**config.mk**
```make
export PLATFORM = sky130hd
export DESIGN_NAME = in_port
export DESIGN_NICKNAME = d
export VERILOG_FILES = /design/src/rtl/in_port_pkg.sv /design/src/rtl/in_port_debounce.sv /design/src/rtl/in_port.sv
export SDC_FILE = /design/constraint.sdc
export NUM_CORES = 1
export LEC_CHECK = 0
export BUFFER_PORTS_ARGS = -buffer_cell sky130_fd_sc_hd__buf_2
export CAP_MARGIN = 15
export CORE_MARGIN = 2
export CORE_UTILIZATION = 45
export DETAILED_ROUTE_END_ITERATION = 10
export PLACE_DENSITY = 0.62
export SLEW_MARGIN = 20
export SYNTH_ARGS = -nofsm -noshare
export SYNTH_HDL_FRONTEND = slang
export SYNTH_SLANG_ARGS = --single-unit
```
**constraint.sdc**
```tcl
create_clock -name clock -period 3.1 [get_ports clock]
set_input_delay 0.62 -clock clock [delete_from_list [all_inputs] [get_ports clock]]
set_output_delay 0.62 -clock clock [all_outputs]
set_load 0.02 [all_outputs]
```
**src/rtl/in_port_pkg.sv**
```systemverilog
// Shared types and constants for the IN-port slice: FSM state encoding and IN-mode values.
package in_port_pkg;

    // Width of the switch bus and of the captured operand.
    localparam int unsigned DataW = 16;

    // IN-instruction mode bit, qualified only while inreq is high.
    localparam logic InmodeBtn = 1'b0;  // wait for a debounced ENTER press
    localparam logic InmodeImm = 1'b1;  // sample the switches immediately

    // Capture FSM. DONE lasts exactly one cycle and is the only state driving invalid.
    typedef enum logic [1:0] {
        StIdle = 2'd0,
        StWait = 2'd1,
        StDone = 2'd2
    } state_e;

endpackage

```
**src/rtl/in_port_debounce.sv**
```systemverilog
// Push-button conditioner: 2-FF synchroniser, stability counter, debounced level and a
// one-cycle pulse on each debounced 0->1 transition. Releases produce no pulse.
module in_port_debounce #(
    parameter int unsigned DEBOUNCE_CYCLES = 50000,
    parameter int unsigned CNT_W           = 16
) (
    input  logic clock,
    input  logic reset,
    input  logic btn,
    output logic press_edge
);

    // Terminal count: the level flips on the DEBOUNCE_CYCLES-th consecutive differing sample.
    localparam logic [CNT_W-1:0] CntMax = CNT_W'(DEBOUNCE_CYCLES - 1);

    logic             sync1_q;
    logic             btn_s_q;
    logic             level_q, level_d;
    logic [CNT_W-1:0] cnt_q, cnt_d;
    logic             edge_q, edge_d;

    // Two-stage synchroniser for the asynchronous raw button.
    always_ff @(posedge clock or posedge reset) begin
        if (reset) begin
            sync1_q <= 1'b0;
            btn_s_q <= 1'b0;
        end else begin
            sync1_q <= btn;
            btn_s_q <= sync1_q;
        end
    end

    // Count consecutive samples that disagree with the debounced level; any agreeing
    // sample restarts the count, so bounces shorter than DEBOUNCE_CYCLES are rejected.
    always_comb begin
        cnt_d   = cnt_q;
        level_d = level_q;
        edge_d  = 1'b0;
        if (btn_s_q != level_q) begin
            if (cnt_q == CntMax) begin
                level_d = ~level_q;
                cnt_d   = '0;
                edge_d  = ~level_q;  // only a 0->1 flip is a press
            end else begin
                cnt_d = cnt_q + 1'b1;
            end
        end else begin
            cnt_d = '0;
        end
    end

    // Debounce state and registered press pulse.
    always_ff @(posedge clock or posedge reset) begin
        if (reset) begin
            level_q <= 1'b0;
            cnt_q   <= '0;
            edge_q  <= 1'b0;
        end else begin
            level_q <= level_d;
            cnt_q   <= cnt_d;
            edge_q  <= edge_d;
        end
    end

    assign press_edge = edge_q;

endmodule

```
**src/rtl/in_port.sv**
```systemverilog
// IN-instruction operand source: captures the DIP switches either immediately or on a
// debounced ENTER press, signalling completion with a one-cycle invalid pulse.
module in_port
    import in_port_pkg::*;
#(
    parameter int unsigned DEBOUNCE_CYCLES = 50000,
    parameter int unsigned CNT_W           = 16
) (
    input  logic        clock,
    input  logic        reset,
    input  logic [15:0] sw,
    input  logic        btn_enter,
    input  logic        inreq,
    input  logic        inmode,
    output logic [15:0] inval,
    output logic        invalid,
    output logic        inwait
);

    logic [DataW-1:0] sw_sync1_q;
    logic [DataW-1:0] sw_s_q;
    logic [DataW-1:0] inval_q, inval_d;
    state_e           state_q, state_d;
    logic             press_edge;

    // ENTER button conditioning.
    in_port_debounce #(
        .DEBOUNCE_CYCLES (DEBOUNCE_CYCLES),
        .CNT_W           (CNT_W)
    ) u_debounce_enter (
        .clock      (clock),
        .reset      (reset),
        .btn        (btn_enter),
        .press_edge (press_edge)
    );

    // Two-stage synchroniser for the switch bus. Switches are quasi-static, so a
    // per-bit synchroniser is adequate; a skewed bit only delays that bit by a cycle.
    always_ff @(posedge clock or posedge reset) begin
        if (reset) begin
            sw_sync1_q <= '0;
            sw_s_q     <= '0;
        end else begin
            sw_sync1_q <= sw;
            sw_s_q     <= sw_sync1_q;
        end
    end

    // Next-state and capture logic. Requests outside IDLE and presses outside WAIT are
    // dropped; a press coinciding with the request that enters WAIT is therefore lost.
    always_comb begin
        state_d = state_q;
        inval_d = inval_q;
        case (state_q)
            StIdle: begin
                if (inreq) begin
                    if (inmode == InmodeImm) begin
                        state_d = StDone;
                        inval_d = sw_s_q;
                    end else begin
                        state_d = StWait;
                    end
                end
            end
            StWait: begin
                if (press_edge) begin
                    state_d = StDone;
                    inval_d = sw_s_q;
                end
            end
            StDone: begin
                state_d = StIdle;
            end
            default: begin
                state_d = StIdle;
            end
        endcase
    end

    // State and captured-value registers; inval is cleared only by reset.
    always_ff @(posedge clock or posedge reset) begin
        if (reset) begin
            state_q <= StIdle;
            inval_q <= '0;
        end else begin
            state_q <= state_d;
            inval_q <= inval_d;
        end
    end

    // Outputs decode straight from the state register so reset clears them immediately.
    assign inval   = inval_q;
    assign invalid = (state_q == StDone);
    assign inwait  = (state_q == StWait);

endmodule

```
==> results.txt, run 1 <==
----------------------------------------------------
[Worst setup path]
  Highest-delay cell along the critical path ... o41ai_4
  Critical Path Start Type ... flop
  Critical path data arrival time ... 2.15 ns
  Reg-to-reg setup timing slack ... 1.13 ns
  Worst r2r path cells ... 4
  Cell family contributing the most delay on the critical path ... compound AO/OA/AOI/OAI gates
  Critical Path Sink Type ... flop
  Critical R2R Launch ... u_debounce_enter.cnt_q[13]
  Cell-by-cell trace of the critical path ... nor4_2, nand3_2, o41ai_4, nor2_1
  Capture instance of the worst register-to-register path ... u_debounce_enter.cnt_q[9]
  Crit Path Max Fanout ... 15
  Crit path buf inv count ... 0
  Worst endpoint required time ... 3.28 ns
  Biggest cell delay along the critical path ... 0.80 ns
  Critical Setup Path Class ... reg -> reg

[Floorplan]
  Placeable Area ... 5170 um^2
  I/O pin count ... 39
  Effective utilization at floorplan ... about 47%
  Die width ... 77.5 um
  Chip height ... 77.5 um
  Die Footprint ... roughly 6000 um^2
  Placement row count ... 26

[Yosys]
  Avg Inst Size Synth ... 14.8 um^2
  Sequential-to-total area share from yosys stat ... ~70%
  Cell types with the largest area share after synthesis ... dfrtp_1 (72%), mux2_2 (7.4%), xnor2_1 (4.0%), nor2_1 (2.9%), xor2_1 (1.4%)
  Post-synth ARST share ... 100%
  Unique cell type count in the Yosys netlist ... 25
  Ranking of synthesized cells by instance count ... dfrtp_1 (70), nor2_1 (19), mux2_2 (16)
  Syn nets ... 186
  Yosys top cell area share ... ~70%
  #FFs+latches synth ... 70
  Netlist area before placement ... 2430 um^2
  Count of mapped cells out of synthesis ... around 160
  Most used flip-flop cell after synthesis ... dfrtp_1
  Number of enable flip-flop cells after synthesis ... 0
  Warnings from Yosys ... 0
  Top-count cell post-synth ... dfrtp_1
  Synth area leader ... dfrtp_1

[STA]
  Highest achievable clock rate ... around 510 MHz
  Worst-case clock skew ... 0.00703 ns
  Post-layout minimum cycle time ... 1.97 ns
  Period utilisation layout ... 63.5%
  Unrepaired setup endpoints after global routing ... no
  Pins Over Slew Limit ... 0
  Slew at the pin with the worst max-slew slack ... 0.943 ns
  Total Negative Setup Slacks ... 0 ns
  Final hold violation count ... 0
  Slew margin rel. ... 37.2%
  Final setup violation count ... 0

[Clock network]
  Number of setup buffers added after CTS ... 0
  Buffer type at the clock tree root ... clkbuf_8
  Buffers from clock root to sink, at most ... 2
  Post-CTS Resized ... 0
  CTS tree ... built
  TritonCTS Buffers ... 9
  Clock latency on the worst-skew pair ... 0.33 ns
  H-tree depth ... 3
  Clock edge transition at the registers on the reported setup and hold paths ... 0.07 ns
  # clock sinks ... 70
  Post-CTS Hold Fix Bufs ... 0

[Worst hold path]
  Hold Path Cell Cnt ... 0
  End of the worst hold path ... sw_s_q[8]
  Launch instance of the worst min-delay path ... sw_sync1_q[8]
  Hold Path Class ... reg -> reg

[Detailed routing]
  Initial detailed-routing violation count ... 52
  Post-route DRC ... 0
  Routed wirelength normalized by instance count ... 13.7 um
  First-pass iteration count of the detailed router ... 4
  Number of routed nets with antenna violations ... 0
  Per-cell via count in the routed design ... 4.92
  Via count of the routed design ... 1417
  DRT Wirelength ... 3.93 mm

[Global route]
  Global-route wire length before repair ... 6.82 mm
  Overall Global Routing Usage ... 15.3%
  Maximum number of pins on one net before global-route repair ... 45
  Number of antenna violations at the first check in global routing ... 0
  Via count of the first global-routing pass ... 1459
  Total global routing overflow ... 0

[Power and ir drop]
  Total leakage power ... approximately 0.0013 uW
  Pwr dens ... 787 nW/um^2
  Peak supply drop ... 0.342 mV

[Final layout]
  Final core occ ... 56.2%
  Fillers ... 423
  Ant diodes ... 0
  Total area of multi-input combinational cells ... 652 um^2
  Share of final-layout standard cells stronger than drive strength 1 ... about a third
  Layout area overhead ... 19.5%
  Sequential cell area ... ~1800 um^2
  Number of nets in the layout ... between 200 and 250

[Place]
  Routability-driven placement congestion ratio ... 0.821
  Number of input and output port buffers inserted ... 38
  Sum of net half-perimeters after detailed placement ... 2.59 mm

[Flow run]
  Maximum capacitance violations ... 0

[Status]
  Result of the run ... complete, no violations

----------------------------------------------------
[worst reg2reg max path, cell delays in order (launching register included)]
cell and delay, ns:
dfrtp_1 0.42, nor4_2 0.32, nand3_2 0.15, o41ai_4 0.80, nor2_1 0.13
[cell type report]
type                       count  share of cell area, %
inverter                       5                  0.645
tap                           70                   3.01
clock buffer                  13                   5.12
timing repair buffer          40                   7.06
multi-input combinational     87                   22.4
clock inverter                 3                   1.51
sequential                    70                   60.2
[cells in the final DEF (no fill, tap or decap), types with 2 or more instances in the layout]
master	count
buf_2	38
buf_4	2
clkbuf_1	3
clkbuf_8	10
dfrtp_1	70
inv_1	4
mux2_2	16
nand2_1	5
nand3_1	5
nand4_1	5
nor2_1	19
nor2b_1	2
nor3_1	3
nor3b_1	2
nor4_1	4
xnor2_1	11
xor2_1	4
[where the power goes]
part	switching, uW	internal, uW	leakage, uW
clock	313	395	0.0000976
combinational	261	193	0.000356
sequential	72.0	1050	0.000860
[logic make-up after synthesis]
group / count (synthesis) / share of synthesized area [%]
AOI/OAI and AO/OA: 3 / 1.70
xor gates and xnor gates: 15 / 5.40
adders and majority gates: 1 / 0.514
buffers and inverters: 7 / 1.18
DFF: 70 / 72.0
muxes: 17 / 8.02
and+or+nand+nor: 51 / 11.2
[metal layers]
layer / routed length (um) / share of wire [%] / up-vias / track usage (%)
met4: 110 / 2.8 / 0 / 11.1
met3: 184 / 4.7 / 10 / 4.07
met5: 0 / 0 / - / 0
met1: 1750 / 44 / 708 / 19.6
met2: 1890 / 48 / 40 / 22.4
li1: - / - / 659 / -
[worst max-delay path by stage]
stage                          startpoint                         to  slack, ns  cells after the start
6_report       u_debounce_enter.cnt_q[13]  u_debounce_enter.cnt_q[9]       1.13                      4
5_1_grt        u_debounce_enter.cnt_q[13]  u_debounce_enter.cnt_q[7]       0.94                      4
4_1_cts        u_debounce_enter.cnt_q[13]  u_debounce_enter.cnt_q[9]       1.12                      4
3_5_place_dp                       inmode                   inval[8]       0.97                      4
3_3_place_gp                       inmode                   inval[9]       1.05                      4
2_1_floorplan                       reset                   inval[0]       0.71                      1
[metrics by stage]
step	area [um^2]	power [uW]	cells	hold slack [ns]	setup slack, ns
finish	2910	2290	288	0.349	1.13
global route	2910	2410	288	0.365	0.937
CTS	2910	2330	288	0.351	1.12
detailed placement	2720	1610	272	0.335	0.966
global placement	2720	1590	272	0.332	1.05
floorplan	2430	1440	164	0.331	0.712
[state kept, by name, summed over array words and instances (netlist names)]
signal and cells:
sw_s_q 16, u_debounce_enter.level_q 1, u_debounce_enter.cnt_q 16, u_debounce_enter.btn_s_q 1, sw_sync1_q 16, u_debounce_enter.sync1_q 1, u_debounce_enter.press_edge 1, state_q 2
inval 16
No activity file was read; power rests on OpenSTA's default activity.
==> run 2, diff against run 1 <==
clock period = 1.9 ns   (was 3.1 ns; I/O delays follow)
==> run 2 against run 1 <==
Effect of this change:
- routed wire length down 0.38%
- via count shrank 0.14%
- power rose by 58%
- flip-flop and latch count did not move
- largest cell class unchanged
- critical path type unchanged
- final area increased by 0.99%
- sequential power is 61% higher
- combinational power rose by 68%
- die area stayed put
==> results.txt, run 2 (synthesis gave the netlist of run 1 again) <==
----------------------------------------------------
[Clock network]
  Clock latency on the worst-skew pair ... 0.34 ns (was 0.33 ns)
  H-tree depth ... 3 (unchanged)
  CTS tree ... built (unchanged)
  Number of setup buffers added after CTS ... 0 (unchanged)
  # clock sinks ... 70 (unchanged)
  Post-CTS Resized ... 0 (unchanged)
  Buffers from clock root to sink, at most ... 2 (unchanged)
  Clock edge transition at the registers on the reported setup and hold paths ... 0.08 ns (was 0.07 ns)
  TritonCTS Buffers ... 9 (unchanged)
  Buffer type at the clock tree root ... clkbuf_8 (unchanged)
  Post-CTS Hold Fix Bufs ... 0 (unchanged)

[Final layout]
  Ant diodes ... 0 (unchanged)
  Sequential cell area ... 1750 um^2 (unchanged)
  Total area of multi-input combinational cells ... 652 um^2 (unchanged)
  Fillers ... 439 (was 423)
  Layout area overhead ... 20.7% (was 19.5%)
  Share of final-layout standard cells stronger than drive strength 1 ... 37.4% (was 35.3%)
  Most frequent cells in the layout ... dfrtp_1 (70), buf_2 (38), nor2_1 (19), mux2_2 (16), xnor2_1 (11) (unchanged)
  Number of nets in the layout ... 239 (was 235)
  Most common cell after layout, fill and taps aside ... dfrtp_1 (unchanged)

[Power and ir drop]
  Switching power total ... 1090 uW (was 646 uW)
  Peak supply drop ... 0.678 mV (was 0.342 mV)
  Relative contribution of sequential cells to total power ... 50.5% (was 49.2%)
  Total power draw ... 3610 uW (was 2290 uW)
  Total leakage power ... 0.00131 uW (about the same)
  Pwr dens ... 1230 nW/um^2 (was 787 nW/um^2)
  Power share of the clock group ... 28.4% (was 30.9%)
  Combinational Power Share ... 21.1% (was 19.8%)
  Switch share ... 30.1% (was 28.3%)
  Internal power ... 2520 uW (was 1640 uW)

[Floorplan]
  Die Footprint ... 6010 um^2 (unchanged)
  Chip height ... 77.5 um (unchanged)
  Placeable Area ... 5170 um^2 (unchanged)
  I/O pin count ... 39 (unchanged)
  Effective utilization at floorplan ... 47.0% (unchanged)
  Die width ... 77.5 um (unchanged)
  Placement row count ... 26 (unchanged)

[Worst setup path]
  Critical Path Start Type ... flop (unchanged)
  Crit Path Max Fanout ... 3 (was 15)
  Critical path data arrival time ... 2.09 ns (was 2.15 ns)
  Worst endpoint required time ... 2.12 ns (was 3.28 ns)
  Critical Path Sink Type ... flop (unchanged)
  Critical Setup Path Class ... reg -> reg (unchanged)

[Global route]
  Global-route wire length before repair ... 6.81 mm (was 6.82 mm)
  Maximum number of pins on one net before global-route repair ... 71 (was 45)
  Overall Global Routing Usage ... 15.2% (was 15.3%)
  Number of antenna violations at the first check in global routing ... 0 (unchanged)
  Via count of the first global-routing pass ... 1471 (was 1459)
  Layer carrying the most global-route usage ... met2 (unchanged)
  Met3 capacity usage during global routing ... 8.26% (was 4.07%)
  GR met1 Demand/Resource ... 18.0% (was 19.6%)
  Met2 routing resource usage after global routing ... 23.0% (was 22.4%)
  Total global routing overflow ... 0 (unchanged)

[Worst hold path]
  Hold Path Class ... in -> async (was reg -> reg)

[Detailed routing]
  Routed wirelength normalized by instance count ... 13.4 um (was 13.7 um)
  Via count of the routed design ... 1415 (was 1417)
  First-pass iteration count of the detailed router ... 4 (unchanged)
  DRT Wirelength ... 3.92 mm (was 3.93 mm)
  Initial detailed-routing violation count ... 77 (was 52)
  Post-route DRC ... 0 (unchanged)
  Number of routed nets with antenna violations ... 0 (unchanged)
  Per-cell via count in the routed design ... 4.85 (was 4.92)

[STA]
  Post-layout minimum cycle time ... 1.86 ns (was 1.97 ns)
  Final hold violation count ... 0 (unchanged)
  Slew at the pin with the worst max-slew slack ... 0.353 ns (was 0.943 ns)
  Slew margin rel. ... 76.5% (was 37.2%)
  Total Negative Setup Slacks ... 0 ns (unchanged)
  Unrepaired setup endpoints after global routing ... no (unchanged)
  Period utilisation layout ... 98.1% (was 63.5%)
  Worst-case clock skew ... 0.00683 ns (was 0.00703 ns)
  Pins Over Slew Limit ... 0 (unchanged)
  Highest achievable clock rate ... 536 MHz (was 508 MHz)
  Final setup violation count ... 0 (unchanged)

[Place]
  Sum of net half-perimeters after detailed placement ... 2.60 mm (was 2.59 mm)
  Number of input and output port buffers inserted ... 38 (unchanged)
  Routability-driven placement congestion ratio ... 0.826 (was 0.821)

[Flow run]
  Maximum capacitance violations ... 0 (unchanged)

[Status]
  Result of the run ... complete, no violations (unchanged)

----------------------------------------------------
run 2: cell types whose count changed in the layout (fill, tap and decap cells not counted):
cell        delta
clkinvlp_4     +5
buf_12         +1
clkbuf_8       -1
bufinv_16      -1
clkinv_2       -1
clkbuf_1       -2
buf_4          +3
inv_2          -1
inv_6          +1
run 2: layout make-up:
| class | instances | share of cell area [%] |
|---|---|---|
| Clock buffer | 10 | 4.35 |
| Clock inverter | 6 | 1.62 |
| Inverter | 5 | 0.767 |
| Multi-Input combinational cell | 87 | 22.2 |
| Sequential cell | 70 | 59.7 |
| Tap cell | 70 | 2.98 |
| Timing Repair Buffer | 44 | 8.44 |
run 2: critical path, cell delays in order, from the launching register on:
cell     delay [ns]
dfrtp_1        0.42
nor4_2         0.33
nand3_2        0.15
or4_4          0.55
mux2_4         0.30
run 2: power groups by stage:
| stage | Clock (uW) | Combinational, uW | Sequential (uW) |
|---|---|---|---|
| 2_1_floorplan | 0 | 272 | 2070 |
| 4_1_cts | 1080 | 777 | 1830 |
| 5_1_grt | 1160 | 818 | 1860 |
| 6_report | 1030 | 761 | 1820 |
| 3_3_place_gp | 0 | 763 | 1850 |
| 3_5_place_dp | 0 | 776 | 1860 |
run 2: final timing paths:
check	start	to	slack, ns	cells past startpoint
min reg2reg	sw_sync1_q[11]	sw_s_q[11]	0.36	0
max reg2reg	u_debounce_enter.cnt_q[13]	u_debounce_enter.level_q	0.04	4
min in group clock	sw[11]	sw_sync1_q[11]	0.14	1
max in group asynchronous	reset	inval[9]	1.49	3
min	reset	sw_sync1_q[11]	0.12	3
max	u_debounce_enter.cnt_q[13]	u_debounce_enter.level_q	0.04	4
run 2: layer usage:
| layer | share of wire, % | vias to the layer above |
|---|---|---|
| met5 | 0 | - |
| met4 | 1.2 | 0 |
| met3 | 5.8 | 5 |
| met2 | 48 | 38 |
| met1 | 45 | 712 |
| li1 | - | 660 |
run 2: per-stage QoR:
| step | setup slack (ns) | std cells | hold WS [ns] | area [um^2] | util (%) |
|---|---|---|---|---|---|
| detailed placement | 0.0689 | 276 | 0.335 | 2760 | 53.4 |
| finish | 0.0354 | 292 | 0.123 | 2940 | 56.8 |
| CTS | 0.0210 | 292 | 0.118 | 2940 | 56.8 |
| global route | 0.00808 | 292 | 0.102 | 2940 | 56.8 |
| floorplan | 0.136 | 164 | 0.331 | 2440 | - |
| global placement | 0.0961 | 276 | 0.331 | 2760 | 53.4 |
==> run 3, diff against run 2 <==
ABC_AREA = 1   (was not set)
==> run 3 against run 2 <==
Effect of this change:
- synthesized cell count is 46% higher
- sequential share of layout area is 2.0 points lower
- routed wire length is 9.4% higher
- register-to-register slack better by 0.50 ns
- utilization is 1.6 points lower
- die area is 5.1% higher
- sequential power hardly changed
- critical endpoint is now inwait
- largest cell class unchanged
- highest routed layer unchanged
==> results.txt, run 3 <==
----------------------------------------------------
[Worst setup path]
  Biggest cell delay along the critical path ... 0.40 ns (was 0.55 ns)
  Cell family contributing the most delay on the critical path ... flip-flops (was simple AND/OR/NAND/NOR gates)
  Critical R2R Launch ... u_debounce_enter.cnt_q[0] (was u_debounce_enter.cnt_q[13])
  Capture instance of the worst register-to-register path ... u_debounce_enter.cnt_q[1] (was u_debounce_enter.level_q)
  Crit path buf inv count ... 2 (was 0)
  Highest-delay cell along the critical path ... dfrtp_1 (was or4_4)
  Cell-by-cell trace of the critical path ... inv_1, nor2_1, buf_2 (was nor4_2, nand3_2, or4_4, mux2_4)
  Crit Path Max Fanout ... 4 (was 3)
  Critical Path Sink Type ... output pin (was flop)
  Critical Setup Path Class ... reg -> out (was reg -> reg)
  Reg-to-reg setup timing slack ... 0.54 ns (was 0.04 ns)
  Worst r2r path cells ... 6 (was 4)
  Critical Path Start Type ... flop (unchanged)
  Worst endpoint required time ... 1.52 ns (was 2.12 ns)
  Critical path data arrival time ... 1.08 ns (was 2.09 ns)

[Final layout]
  Fillers ... 496 (was 439)
  Ant diodes ... 0 (unchanged)
  Post-route cell area ... 3040 um^2 (was 2940 um^2)
  Layout area overhead ... 18.4% (was 20.7%)
  Most frequent cells in the layout ... nand2_1 (70), dfrtp_1 (70), buf_2 (38), nor2_1 (31), inv_1 (18) (was dfrtp_1 (70), buf_2 (38), nor2_1 (19), mux2_2 (16), xnor2_1 (11))
  Share of final-layout standard cells stronger than drive strength 1 ... 25.3% (was 37.4%)
  Final core occ ... 55.1% (was 56.8%)
  Number of nets in the layout ... 310 (was 239)

[Global route]
  Via count of the first global-routing pass ... 1566 (was 1471)
  Total global routing overflow ... 0 (unchanged)
  GR met1 Demand/Resource ... 21.6% (was 18.0%)
  Global-route wire length before repair ... 7.32 mm (was 6.81 mm)
  Layer carrying the most global-route usage ... met2 (unchanged)
  Number of antenna violations at the first check in global routing ... 0 (unchanged)
  Overall Global Routing Usage ... 15.7% (was 15.2%)
  Maximum number of pins on one net before global-route repair ... 71 (unchanged)
  Met2 routing resource usage after global routing ... 22.3% (was 23.0%)
  Met3 capacity usage during global routing ... 3.39% (was 8.26%)

[Floorplan]
  Chip height ... 79.5 um (was 77.5 um)
  Die Footprint ... 6320 um^2 (was 6010 um^2)
  Placeable Area ... 5510 um^2 (was 5170 um^2)
  Effective utilization at floorplan ... 46.6% (was 47.0%)
  I/O pin count ... 39 (unchanged)
  Die width ... 79.5 um (was 77.5 um)
  Placement row count ... 27 (was 26)

[Power and ir drop]
  Total leakage power ... 0.00151 uW (was 0.00131 uW)
  Power share of the clock group ... 29.0% (was 28.4%)
  Switch share ... 33.2% (was 30.1%)
  Relative contribution of sequential cells to total power ... 47.3% (was 50.5%)
  Switching power total ... 1300 uW (was 1090 uW)
  Combinational Power Share ... 23.7% (was 21.1%)
  Internal power ... 2610 uW (was 2520 uW)
  Peak supply drop ... 0.725 mV (was 0.678 mV)
  Pwr dens ... 1280 nW/um^2 (was 1230 nW/um^2)

[Detailed routing]
  Number of routed nets with antenna violations ... 0 (unchanged)
  First-pass iteration count of the detailed router ... 4 (unchanged)
  Via count of the routed design ... 1609 (was 1415)
  Routed wirelength normalized by instance count ... 11.8 um (was 13.4 um)
  DRT Wirelength ... 4.29 mm (was 3.92 mm)
  Post-route DRC ... 0 (unchanged)
  Initial detailed-routing violation count ... 126 (was 77)
  Per-cell via count in the routed design ... 4.42 (was 4.85)

[STA]
  Final hold violation count ... 0 (unchanged)
  Slew at the pin with the worst max-slew slack ... 0.375 ns (was 0.353 ns)
  Period utilisation layout ... 77.0% (was 98.1%)
  Worst-case clock skew ... 0.00659 ns (was 0.00683 ns)
  Final setup violation count ... 0 (unchanged)
  Slew margin rel. ... 74.9% (was 76.5%)
  Post-layout minimum cycle time ... 1.46 ns (was 1.86 ns)
  Total Negative Setup Slacks ... 0 ns (unchanged)
  Pins Over Slew Limit ... 0 (unchanged)
  Unrepaired setup endpoints after global routing ... no (unchanged)
  Highest achievable clock rate ... 684 MHz (was 536 MHz)

[Worst hold path]
  Hold Path Class ... in -> async (unchanged)

[Clock network]
  Buffer type at the clock tree root ... clkbuf_8 (unchanged)
  Post-CTS Resized ... 0 (unchanged)
  CTS tree ... built (unchanged)
  Clock latency on the worst-skew pair ... 0.33 ns (was 0.34 ns)
  Buffers from clock root to sink, at most ... 2 (unchanged)
  # clock sinks ... 70 (unchanged)
  Clock edge transition at the registers on the reported setup and hold paths ... 0.07 ns (was 0.08 ns)
  TritonCTS Buffers ... 9 (unchanged)
  H-tree depth ... 3 (unchanged)
  Number of setup buffers added after CTS ... 0 (unchanged)
  Post-CTS Hold Fix Bufs ... 0 (unchanged)

[Yosys]
  Ranking of synthesized cells by instance count ... dfrtp_1 (70), nand2_1 (70), nor2_1 (31) (was dfrtp_1 (70), nor2_1 (19), mux2_2 (16))
  Netlist area before placement ... 2560 um^2 (was 2430 um^2)
  Avg Inst Size Synth ... 10.7 um^2 (was 14.8 um^2)
  Yosys top cell area share ... 68.3% (was 72.0%)
  Count of mapped cells out of synthesis ... 240 (was 164)
  Warnings from Yosys ... 0 (unchanged)
  Sequential-to-total area share from yosys stat ... 68.3% (was 72.0%)
  #FFs+latches synth ... 70 (unchanged)
  Number of enable flip-flop cells after synthesis ... 0 (unchanged)
  Most used flip-flop cell after synthesis ... dfrtp_1 (unchanged)
  Syn nets ... 262 (was 186)
  Synth area leader ... dfrtp_1 (unchanged)
  Cell types with the largest area share after synthesis ... dfrtp_1 (68%), nand2_1 (10%), nor2_1 (4.5%), inv_1 (2.8%), nand3_1 (2.0%) (was dfrtp_1 (72%), mux2_2 (7.4%), xnor2_1 (4.0%), nor2_1 (2.9%), xor2_1 (1.4%))
  Unique cell type count in the Yosys netlist ... 25 (unchanged)
  Post-synth ARST share ... 100% (unchanged)

[Flow run]
  Maximum capacitance violations ... 0 (unchanged)

[Place]
  Cell area after placement ... 2850 um^2 (was 2760 um^2)
  Number of input and output port buffers inserted ... 38 (unchanged)
  Sum of net half-perimeters after detailed placement ... 2.88 mm (was 2.60 mm)
  Routability-driven placement congestion ratio ... 0.865 (was 0.826)

[Status]
  Result of the run ... complete, no violations (unchanged)

----------------------------------------------------
-- run 3: cell count changes after synthesis, sizes merged, moves of 2 or more --
cell    change
nand3       +6
xnor2       -8
nor2b       -2
inv        +15
mux2       -17
nor4        -5
o21bai      +3
nor3        -2
nand2      +71
nor2       +18
nor3b       -2
o21ai       +3
nand4       -3
-- run 3: metrics by stage --
| step | setup slack (ns) | power, uW | hold WS, ns | std cells |
|---|---|---|---|---|
| finish | 0.437 | 3900 | 0.133 | 364 |
| global placement | 0.539 | 2800 | 0.332 | 349 |
| floorplan | 0.671 | 2530 | 0.331 | 240 |
| CTS | 0.419 | 3960 | 0.127 | 364 |
| detailed placement | 0.524 | 2820 | 0.336 | 349 |
| global route | 0.327 | 4140 | 0.126 | 364 |
-- run 3: worst max path at each step --
stage                               from                         end  cells past startpoint
2_1_floorplan  u_debounce_enter.cnt_q[0]  u_debounce_enter.cnt_q[12]                      6
3_3_place_gp                      inmode                    inval[5]                      7
3_5_place_dp                      inmode                    inval[3]                      7
4_1_cts                       state_q[0]                      inwait                      3
5_1_grt                       state_q[0]                      inwait                      3
6_report                      state_q[0]                      inwait                      3
-- run 3: power groups by stage --
stage	combinational (uW)	sequential, uW	clock, uW
detailed placement	946	1870	0
CTS	950	1850	1170
global route	1040	1870	1230
global placement	928	1870	0
finish	925	1840	1130
floorplan	465	2060	0
-- run 3: worst register-to-register path, delay by kind of cell, from the launching register on --
kind	cells	cell delay, ns
flops	1	0.40
simple gates	5	0.64
fa+ha+maj	1	0.22
-- run 3: cells by family (layout without fill, tap and decap cells) --
kind of cell / after synthesis / in the layout / share of synthesized area [%]
simple gates: 128 / 128 / 21.5
flops: 70 / 70 / 68.3
buf+inv: 23 / 75 / 3.90
compound gates: 10 / 10 / 2.73
xor+xnor: 8 / 8 / 3.03
fa+ha+maj: 1 / 1 / 0.488
-- run 3: final cells by class --
cell class                 count  area (um^2)  area share [%]
timing repair buffer          39          210            6.92
sequential                    70         1750            57.7
multi-input combinational    147          712            23.4
clock buffer                   9          124            4.08
clock inverter                 6         63.8            2.10
inverter                      21         85.1            2.80
tap                           72         90.1            2.97
-- run 3: routing by layer --
metal  wire length (um)  vias up
met3                170        5
met1               2080      737
li1                   -      832
met2               1950       35
met4                 89        0
met5                  0        -
